--- config.mk ---
export PLATFORM = sky130hd
export DESIGN_NAME = fas_round_stage
export DESIGN_NICKNAME = d
export VERILOG_FILES = /design/src/rtl/fas_round_stage.sv
export SDC_FILE = /design/constraint.sdc
export NUM_CORES = 1
export LEC_CHECK = 0
export CAP_MARGIN = 10
export CORE_UTILIZATION = 51
export CTS_BUF_LIST = sky130_fd_sc_hd__clkbuf_2
export DETAILED_ROUTE_END_ITERATION = 8
export PLACE_DENSITY = 0.83
export SKIP_CTS_REPAIR_TIMING = 1
export SLEW_MARGIN = 10
export SYNTH_ARGS = -nofsm -noshare
export SYNTH_HDL_FRONTEND = slang
export SYNTH_SLANG_ARGS = --single-unit
--- constraint.sdc ---
create_clock -name clk -period 3 [get_ports clk]
set_input_delay 0.6 -clock clk [delete_from_list [all_inputs] [get_ports clk]]
set_output_delay 0.6 -clock clk [all_outputs]
set_load 0.01 [all_outputs]
--- src/rtl/fas_round_stage.sv ---
// Rounding stage for the FP add/sub pipeline: keeps the top OUT_W significand bits,
// rounds them per transaction in the selected IEEE-754 mode, and handles carry-out and overflow.
module fas_round_stage #(
  parameter int SIG_W   = 32,
  parameter int OUT_W   = 24,
  parameter int EXP_W   = 9,
  parameter int EXP_MAX = 255
) (
  input  logic             clk,
  input  logic             rst,
  input  logic [SIG_W:0]   x_in,
  input  logic [EXP_W-1:0] e_in,
  input  logic [2:0]       rmode,
  input  logic             in_valid,
  output logic             in_ready,
  output logic [OUT_W:0]   x_out,
  output logic [EXP_W-1:0] e_out,
  output logic             inexact,
  output logic             ovf,
  output logic             out_valid,
  input  logic             out_ready
);

  localparam int RND_W = SIG_W - OUT_W;

  typedef enum logic [2:0] {
    RM_RNE = 3'b000,
    RM_RTZ = 3'b001,
    RM_RDN = 3'b010,
    RM_RUP = 3'b011,
    RM_RNA = 3'b100
  } roundMode_t;

  logic             w_sign;
  logic [SIG_W-1:0] w_sig;
  logic [OUT_W-1:0] w_keep;
  logic             w_guard;
  logic             w_sticky;
  logic             w_lsb;
  logic             w_zero;
  logic             w_inc;
  logic [OUT_W:0]   w_sum;

  logic             r_vA;
  logic [OUT_W:0]   r_sumA;
  logic             r_signA;
  logic [EXP_W-1:0] r_expA;
  logic             r_inexA;
  logic             r_zeroA;

  logic             r_vB;
  logic [OUT_W:0]   r_xOut;
  logic [EXP_W-1:0] r_eOut;
  logic             r_inexB;
  logic             r_ovfB;

  logic             w_advA;
  logic             w_advB;
  logic             w_carry;
  logic [OUT_W-1:0] w_sigB;
  logic [EXP_W:0]   w_expSum;
  logic             w_ovf;

  assign w_sign   = x_in[SIG_W];
  assign w_sig    = x_in[SIG_W-1:0];
  assign w_keep   = w_sig[SIG_W-1 -: OUT_W];
  assign w_guard  = w_sig[RND_W-1];
  assign w_sticky = |w_sig[RND_W-2:0];
  assign w_lsb    = w_keep[0];
  assign w_zero   = ~|w_sig;

  // Unused encodings 101-111 fall back to round-to-nearest-even.
  always_comb begin
    w_inc = w_guard & (w_sticky | w_lsb);
    case (roundMode_t'(rmode))
      RM_RNE:  w_inc = w_guard & (w_sticky | w_lsb);
      RM_RTZ:  w_inc = 1'b0;
      RM_RDN:  w_inc = w_sign & (w_guard | w_sticky);
      RM_RUP:  w_inc = ~w_sign & (w_guard | w_sticky);
      RM_RNA:  w_inc = w_guard;
      default: w_inc = w_guard & (w_sticky | w_lsb);
    endcase
  end

  assign w_sum = {1'b0, w_keep} + {{OUT_W{1'b0}}, w_inc};

  assign w_advB   = ~r_vB | out_ready;
  assign w_advA   = ~r_vA | w_advB;
  assign in_ready = w_advA;

  // A rounding carry-out leaves 1000..0 in the upper bits; shift it down and bump the exponent.
  assign w_carry  = r_sumA[OUT_W];
  assign w_sigB   = w_carry ? r_sumA[OUT_W:1] : r_sumA[OUT_W-1:0];
  assign w_expSum = {1'b0, r_expA} + {{EXP_W{1'b0}}, w_carry};
  assign w_ovf    = ~r_zeroA & (w_expSum >= (EXP_W+1)'(EXP_MAX));

  always_ff @(posedge clk) begin
    if (!rst) begin
      r_vA    <= 1'b0;
      r_sumA  <= '0;
      r_signA <= 1'b0;
      r_expA  <= '0;
      r_inexA <= 1'b0;
      r_zeroA <= 1'b0;
      r_vB    <= 1'b0;
      r_xOut  <= '0;
      r_eOut  <= '0;
      r_inexB <= 1'b0;
      r_ovfB  <= 1'b0;
    end else begin
      if (w_advA) begin
        r_vA <= in_valid;
        if (in_valid) begin
          r_sumA  <= w_sum;
          r_signA <= w_sign;
          r_expA  <= e_in;
          r_inexA <= w_guard | w_sticky;
          r_zeroA <= w_zero;
        end
      end
      if (w_advB) begin
        r_vB <= r_vA;
        if (r_vA) begin
          r_inexB <= r_inexA;
          r_ovfB  <= w_ovf;
          if (w_ovf) begin
            r_xOut <= {r_signA, {OUT_W{1'b0}}};
            r_eOut <= EXP_W'(EXP_MAX);
          end else begin
            r_xOut <= {r_signA, w_sigB};
            r_eOut <= w_expSum[EXP_W-1:0];
          end
        end
      end
    end
  end

  assign x_out     = r_xOut;
  assign e_out     = r_eOut;
  assign inexact   = r_inexB;
  assign ovf       = r_ovfB;
  assign out_valid = r_vB;

endmodule

* Word level (Yosys, flattened, before mapping)
Index checks and enable logic that the tools add are counted.
** Word-level totals
- Input bits :: 49
- Register bits :: 75
- Output and inout port bits :: 38
- Word-level logic and storage cells :: 39
** Operators by class
- Multiplexer cells :: 4
- Bitwise operators :: 12
- $lt $le $gt $ge :: 1
- Add/sub/neg operators :: 2
- Equality and inequality tests :: 4
- Reductions and logical operators :: 5
** Operators by type and width (number)
- 24-bit two-way mux :: 2
- 32-bit OR reduction :: 1
- 24-bit by 1-bit adder with 25-bit output :: 1
- 9-bit by 1-bit adder with 10-bit output :: 1
- 10-bit by 8-bit >= comparator with 1-bit output, second input constant :: 1
- 9-bit two-way mux :: 1
- 7-bit OR reduction :: 1
- 3-bit by 2-bit == test with 1-bit output, second input constant :: 2
- 1-bit bitwise AND :: 4
- 1-bit NOT :: 4
- 1-bit OR :: 4
- 1-bit case mux with 4 select lines :: 1
- 2-bit AND reduction :: 2
- 3-bit by 1-bit == test with 1-bit output, second input constant :: 1
- 3-bit == test, second input constant :: 1
- 1-bit zero test :: 1

* Longest topological paths before layout
Gate-level depths: netlist of run 1.
- Word-level depth :: 5
- Mapped depth :: 10
- Gate-level depth less buffers :: 9

* Worst setup path after synthesis of run 1
OpenSTA, ideal clock, no wires.
- Path type :: input to register
- Start point :: in x_in[2]
- End point :: reg r_sumA[22]
- Setup slack :: 0.692 ns
- Library setup time :: 0.124 ns
- Cell stages on the path :: 9
- Buffers on the path :: 0
- Data arrival time :: 2.185 ns
- Required time :: 2.876 ns
- Path through :: nor4_1 -> nand2b_1 -> nor4_1 -> a21oi_1 -> ha_1 -> nand2_1 -> nor3_1 -> a211oi_1 -> nor3_1
** On the way
- Longest elaborated chain between the ends :: 5
- Elaborated cells between the ends (all ways) :: 8
- Those cells by class :: add/sub (1); mux (1); bitwise (5); reduce/logical (1)
** Ends and longest elaborated chain
- start: declaration :: line 11 : input logic [SIG_W:0] x_in,
- 7-bit OR reduction * :: line 68 : assign w_sticky = |w_sig[RND_W-2:0];
- 1-bit OR, on equally long branches
- 1-bit bitwise AND, on equally long branches
- 1-bit case mux with 4 select lines * :: line 75 : case (roundMode_t'(rmode))
- 24-bit by 1-bit adder with 25-bit output * :: line 85 : assign w_sum = {1'b0, w_keep} + {{OUT_W{1'b0}}, w_inc};
- end signal: assignment :: line 114 : r_sumA <= w_sum;
- end: declaration :: line 45 : logic [OUT_W:0] r_sumA;
Mark *: on every way between the ends. The rest lies on a longest branch, timed or not.
A chain may end at the register's enable or synchronous reset.

* Worst setup path after layout of run 1
- Start point :: reg r_expA[0]
- End point :: reg r_xOut[5], in the netlist x_out[5]
** On the way
- Longest elaborated chain between the ends :: 4
** Ends and longest elaborated chain
- start: declaration :: line 47 : logic [EXP_W-1:0] r_expA;
- start signal: assignment :: line 116 : r_expA <= e_in;
- 9-bit by 1-bit adder with 10-bit output :: line 94 : assign w_expSum = {1'b0, r_expA} + {{EXP_W{1'b0}}, w_carry};
- 10-bit by 8-bit >= comparator with 1-bit output :: line 95 : assign w_ovf = ~r_zeroA & (w_expSum >= (EXP_W+1)'(EXP_MAX));
- 1-bit bitwise AND :: line 95
- 24-bit two-way mux :: line 126 : if (w_ovf) begin
- end signal: assignment :: line 127 : r_xOut <= {r_signA, {OUT_W{1'b0}}};
- end signal: assignment :: line 130 : r_xOut <= {r_signA, w_sigB};
- end: declaration :: line 52 : logic [OUT_W:0] r_xOut;
Every way passes these cells.

==> impl_metrics.json, run 1 <==
{
  "drive_above_1_share_pct": 8.081,
  "die_area_mm2": 0.007119,
  "p_switching_mw": 0.5183,
  "via_per_inst": 5.556,
  "clock.fmax_mhz": 401.8,
  "areaGrowthSynthToFinish_pct": 32.61,
  "hp-class": "reg2reg",
  "slowest_delay_ns": 0.77,
  "swShare_pct": 23.93,
  "die_w_um": 84.38,
  "rr_startpoint": "r_expA[0]",
  "synth_top_area_share_pct": 43.38,
  "grt_pass1_wl_um": 13580,
  "synth_area_mm2": 0.003461,
  "cts-root-buf": "clkbuf_2",
  "drv_cap": 0,
  "diodes": 0,
  "ys_types": 39,
  "placed_cell_area_mm2": 0.004412,
  "critPathRequiredTime_ns": 3.33,
  "timing.final.crit_period_ns": 2.489,
  "synth_area_leaders": "dfxtp_1 43%, mux2i_1 7.2%, nand2_1 7.0%, o21ai_0 6.2%, a21oi_1 4.8%",
  "clk_latency_ns": 0.48,
  "routed_wl_um": 8232,
  "final_antenna_net_count": 0,
  "remaining_drc_errors": 6,
  "worst_slack_ns": 0.5110,
  "min_from": "r_signA",
  "start_util_pct": 53.58,
  "p_per_area_mw_per_mm2": 471.9,
  "gp_congestion": 0.8982,
  "synth_cells": 404,
  "h-tree-depth": 3,
  "pwr-share-seq_pct": 50.3,
  "synth_simple_gate_area_share_pct": 20.50,
  "vdd_drop_max_uv": 260.0,
  "worstSetupStartpoint": "r_expA[0]",
  "ys_seq_elements": 75,
  "setup_viol": 0,
  "synth_ff_type": "dfxtp_1",
  "dp_hpwl_um": 5954,
  "grt_antenna_before_repair": 0,
  "synth-xor-area-share_pct": 7.339,
  "vias": 3178,
  "io_buffers": 86,
  "synth-seq-area-share_pct": 43.38,
  "synth_common_cells": "75 x dfxtp_1, 65 x nand2_1, 43 x o21ai_0",
  "fin_tns_setup_ns": 0,
  "synth.area.mux_share_pct": 7.231,
  "crit_fanout": 25,
  "wl_per_cell_um": 14.39,
  "first_pass_iters": 9,
  "cts_tree": "done",
  "clockBufferDepth": 2,
  "finClkSkew_ns": 0.01693,
  "synth_fp_nets": 457,
  "hold_violations": 0,
  "critPathBufInv": 0,
  "fp-row-count": 29,
  "synth_edf_count": 0,
  "pin_count": 87,
  "slew_headroom_pct": 42.90,
  "ys_warn_count": 0,
  "synth_top_family_by_area": "simple AND/OR/NAND/NOR gates",
  "grt-ovfl-total": 0,
  "power.share.clock_pct": 35.9,
  "max_slew.worst_pin.slew_ns": 0.8545,
  "rsz0062_at_grt": "false",
  "syn_area_per_cell_um2": 8.566,
  "final_max_slew_viol_count": 0,
  "dp_slack_ns": 0.1305,
  "gr-usage-all-layers_pct": 23.90,
  "cts_made_buffers": 9,
  "cts.clk_slew.worst_paths_ns": 0.20,
  "synth_most_common_cell": "dfxtp_1",
  "grt_max_degree": 48,
  "cp_top_family": "compound AO/OA/AOI/OAI gates",
  "fin_area_mm2": 0.004589,
  "yosysTopAreaCell": "dfxtp_1",
  "crit_path_top_delay_cell": "o311ai_4",
  "start_kind": "register",
  "power_frac_comb_pct": 13.8,
  "drt_iter0_markers": 148,
  "nets": 543,
  "period_share_pct": 82.97,
  "arrival_ns": 2.82,
  "p_int_mw": 1.648,
  "core_area_mm2": 0.006459,
  "leakage_nw": 1.556,
  "synthAdderAreaFrac_pct": 1.446,
  "clkSinkCount": 75,
  "synth_compound_area_share_pct": 16.96,
  "worstSetupPathType": "reg2reg",
  "run_status": "finished, violations left",
  "path_cells": "ha_1 -> ha_1 -> nand2_1 -> nor4_1 -> nand2_1 -> o311ai_4 -> o21ai_0",
  "end_kind": "register",
  "grt_pass1_vias": 2930,
  "die_height_um": 84.38,
  "async_flop_share_pct": 0,
  "violations": "design-rule violations"
}
-- registers in the layout, summed over array words and instances (netlist names) --
| register | cells |
|---|---|
| r_sumA | 25 |
| x_out | 25 |
| e_out | 9 |
| r_expA | 9 |
| inexact | 1 |
| out_valid | 1 |
| ovf | 1 |
| r_inexA | 1 |
| r_signA | 1 |
| r_vA | 1 |
| r_zeroA | 1 |
-- logic make-up after synthesis --
kind of cell / after synthesis
simple gates: 147
xor+xnor: 29
mux: 25
flops: 75
compound gates: 98
fa+ha+maj: 4
buf+inv: 26
-- layout make-up --
class	instances	area, um2
fill	523	1869
multi-input combinational	303	1852
sequential	75	1501
timing repair buffer	98	950.9
clock inverter	6	127.6
tap	77	96.34
clock buffer	10	50.05
inverter	3	11.26
-- cells in the final DEF, fill, tap and decap left out, types with 3 or more instances in the layout --
master and count:
clkdlybuf4s50_1 86, dfxtp_1 75, nand2_1 65, o21ai_0 43
a21oi_1 33, nor2_1 27, mux2i_1 25, nand3_1 16
xnor2_1 16, xor2_1 13, buf_4 12, a211oi_1 11
clkbuf_2 10, nor4_1 9, nand4_1 7, and4_1 4
nor3_1 4, ha_1 4, bufinv_16 4, nor3_2 3
o221a_2 3
-- worst paths after layout --
| check | end | depth (start not counted) | slack [ns] |
|---|---|---|---|
| worst max-delay path | x_out[5] | 7 | 0.51 |
| worst max register to register | x_out[5] | 7 | 0.51 |
| worst min-delay path | r_signA | 2 | 0.47 |
| worst min register to register | r_signA | 2 | 0.47 |
-- power by group through the flow --
stage	combinational (mW)	sequential (mW)	clock (mW)
floorplan	0.132	1.11	0
global placement	0.291	1.11	0
detailed placement	0.296	1.11	0
CTS	0.299	1.09	0.785
global route	0.328	1.10	0.830
finish	0.299	1.09	0.778
-- per-stage QoR --
stage | hold slack, ns | power [mW] | util (%) | cells
4_1_cts | 0.4703 | 2.173 | 71.06 | 572
6_report | 0.4693 | 2.166 | 71.06 | 572
3_3_place_gp | 0.4329 | 1.399 | 68.31 | 556
5_1_grt | 0.4871 | 2.254 | 71.06 | 572
3_5_place_dp | 0.4430 | 1.405 | 68.31 | 556
2_1_floorplan | 0.4357 | 1.241 | - | 404
-- worst reg2reg max path, delay by kind of cell, from the launching register on --
family / cells / cell delay (ns)
AOI/OAI and AO/OA: 2 / 1.00
adders and majority gates: 2 / 0.51
and+or+nand+nor: 3 / 0.47
DFF: 1 / 0.36
-- metal layers --
| layer | track usage, % | vias up | wire length (um) |
|---|---|---|---|
| met5 | 0 | - | 0 |
| met4 | 8.320 | 0 | 102 |
| met3 | 4.031 | 9 | 414 |
| met2 | 38.97 | 97 | 3789 |
| met1 | 32.24 | 1467 | 3926 |
| li1 | - | 1605 | - |
No activity file was read; power rests on OpenSTA's default activity.
==> run 2, diff against run 1 <==
--- a/config.mk
+++ b/config.mk
@@ -6,10 +6,10 @@
 export NUM_CORES = 1
 export LEC_CHECK = 0
 export CAP_MARGIN = 10
-export CORE_UTILIZATION = 51
+export CORE_UTILIZATION = 46
 export CTS_BUF_LIST = sky130_fd_sc_hd__clkbuf_2
 export DETAILED_ROUTE_END_ITERATION = 8
-export PLACE_DENSITY = 0.83
+export PLACE_DENSITY = 0.79
 export SKIP_CTS_REPAIR_TIMING = 1
 export SLEW_MARGIN = 10
 export SYNTH_ARGS = -nofsm -noshare
==> constraint.sdc (replaced) <==
create_clock -name clk -period 2.2 [get_ports clk]
set_input_delay 0.44 -clock clk [delete_from_list [all_inputs] [get_ports clk]]
set_output_delay 0.44 -clock clk [all_outputs]
set_load 0.01 [all_outputs]
==> impl_metrics.json, run 2 (synthesis results as in run 1) <==
{
  "clock.fmax_mhz": 475.9,
  "cts_made_buffers": 9,
  "slew_headroom_pct": 53.02,
  "dp_hpwl_um": 6818,
  "rr_worst_depth": 8,
  "diodes": 0,
  "fp-row-count": 31,
  "cts_tree": "done",
  "die_area_mm2": 0.007875,
  "leakage_nw": 1.730,
  "timing.final.crit_period_ns": 2.101,
  "h-tree-depth": 3,
  "worstSetupPathType": "reg2out",
  "core_area_mm2": 0.007253,
  "critPathBufInv": 1,
  "die_w_um": 88.74,
  "crit_fanout": 4,
  "via_per_inst": 5.432,
  "vias": 3406,
  "die_height_um": 88.74,
  "cts.clk_slew.worst_paths_ns": 0.20,
  "drt_iter0_markers": 147,
  "regArea_mm2": 0.001501,
  "end_kind": "output pin",
  "layout_commonest_cell": "clkdlybuf4s50_1",
  "io_buffers": 86,
  "critPathRequiredTime_ns": 1.76,
  "remaining_drc_errors": 0,
  "crit_path_top_delay_cell": "clkdlybuf4s50_1",
  "path_depth": 3,
  "multi_input_area_mm2": 0.001966,
  "first_pass_iters": 4,
  "cp_top_family": "buffers and inverters",
  "routed_wl_um": 9553,
  "clkSinkCount": 75,
  "dp_slack_ns": -0.6135,
  "finClkSkew_ns": 0.01983,
  "clk_latency_ns": 0.55,
  "clockBufferDepth": 2,
  "start_util_pct": 47.71,
  "arrival_ns": 1.66,
  "nFillCells": 594,
  "grt-ovfl-total": 0,
  "cts-root-buf": "clkbuf_2",
  "hp-class": "in2reg",
  "r2r_slack_ns": 0.14,
  "period_share_pct": 95.51,
  "areaGrowthSynthToFinish_pct": 43.82,
  "final_cell_mix": "86 x clkdlybuf4s50_1, 75 x dfxtp_1, 64 x nand2_1",
  "rr_startpoint": "r_sumA[24]",
  "holdWs_ns": 0.4101,
  "grt_pass1_wl_um": 14770,
  "min_from": "e_in[7]",
  "hold_violations": 0,
  "worst_slack_ns": 0.09885,
  "p_per_area_mw_per_mm2": 549.4,
  "hold-path-endpoint": "r_expA[7]",
  "max_slew.worst_pin.slew_ns": 0.6937,
  "wl_per_cell_um": 15.24,
  "final_antenna_net_count": 0,
  "vdd_drop_max_uv": 219.5,
  "path_cells": "nor2b_4 -> nand2_1 -> clkdlybuf4s50_1",
  "pin_count": 87,
  "final_max_slew_viol_count": 0,
  "grt_pass1_vias": 3207,
  "fin_util_pct": 68.62,
  "run_status": "finished, final reports clean",
  "nets": 576,
  "power.total_mw": 2.735,
  "grt_antenna_before_repair": 0,
  "drv_cap": 0,
  "grt_max_degree": 28,
  "gp_congestion": 0.9153,
  "slowest_delay_ns": 0.49,
  "timing.rr.end": "x_out[17]",
  "drive_above_1_share_pct": 16.48,
  "setup_viol": 0,
  "start_kind": "register",
  "holdPathStages": 3,
  "gr-usage-all-layers_pct": 24.69
}
-- run 2: cell count changes in the layout (fill, tap and decap cells not counted), moves of 2 or more --
| cell | previous run | this run |
|---|---|---|
| buf_4 | 12 | 38 |
| bufinv_16 | 4 | 1 |
| clkinv_2 | 0 | 3 |
| clkinv_1 | 2 | 0 |
| nor4_2 | 0 | 3 |
| nor4_1 | 9 | 6 |
| buf_12 | 0 | 6 |
-- run 2: per-layer routing --
| metal | track usage (%) | part of all wire [%] |
|---|---|---|
| met5 | 0 | 0 |
| met1 | 30.32 | 43 |
| met2 | 42.24 | 49 |
| met4 | 11.88 | 3.3 |
| met3 | 3.825 | 4.5 |
-- run 2: worst reg2reg max path: stages (launching register included) --
cell and delay, ns:
dfxtp_1 0.37, ha_1 0.21, ha_1 0.29, nand2_1 0.08, nor4_2 0.21, nand2_1 0.20
o311ai_4 0.35, buf_12 0.18, o21ai_0 0.09
-- run 2: worst max-delay path by stage --
| stage | startpoint | endpoint | slack, ns |
|---|---|---|---|
| after floorplan | x_in[2] | r_sumA[22] | 0.05 |
| after global placement | rmode[0] | r_sumA[22] | -0.51 |
| after detailed placement | rmode[0] | r_sumA[22] | -0.61 |
| after CTS | r_sumA[24] | x_out[10] | -0.26 |
| after global routing | r_sumA[24] | x_out[12] | -0.02 |
| final | out_valid | in_ready | 0.1 |
-- run 2: cell type report --
cell class	instances	share of cell area (%)
well taps	99	2.489
multi-input cells	304	39.49
flip-flops and latches	75	30.17
clock inverters	5	1.081
inverters	3	0.2262
repair buffers	130	25.44
clock buffers	11	1.106
-- run 2: report_power, final --
| part | leakage (nW) | total [mW] | switching [mW] | internal (mW) |
|---|---|---|---|---|
| combinational | 1.04 | 0.492 | 0.225 | 0.267 |
| clock | 0.0757 | 0.754 | 0.486 | 0.268 |
| sequential | 0.616 | 1.49 | 0.0551 | 1.43 |
-- run 2: metrics by stage --
stage | cell area, um2 | setup TNS [ns] | instances
detailed placement | 4715 | -16.06 | 608
finish | 4977 | 0 | 627
CTS | 4823 | -5.720 | 624
floorplan | 3461 | 0 | 404
global route | 4977 | -0.02482 | 627
global placement | 4715 | -12.30 | 608
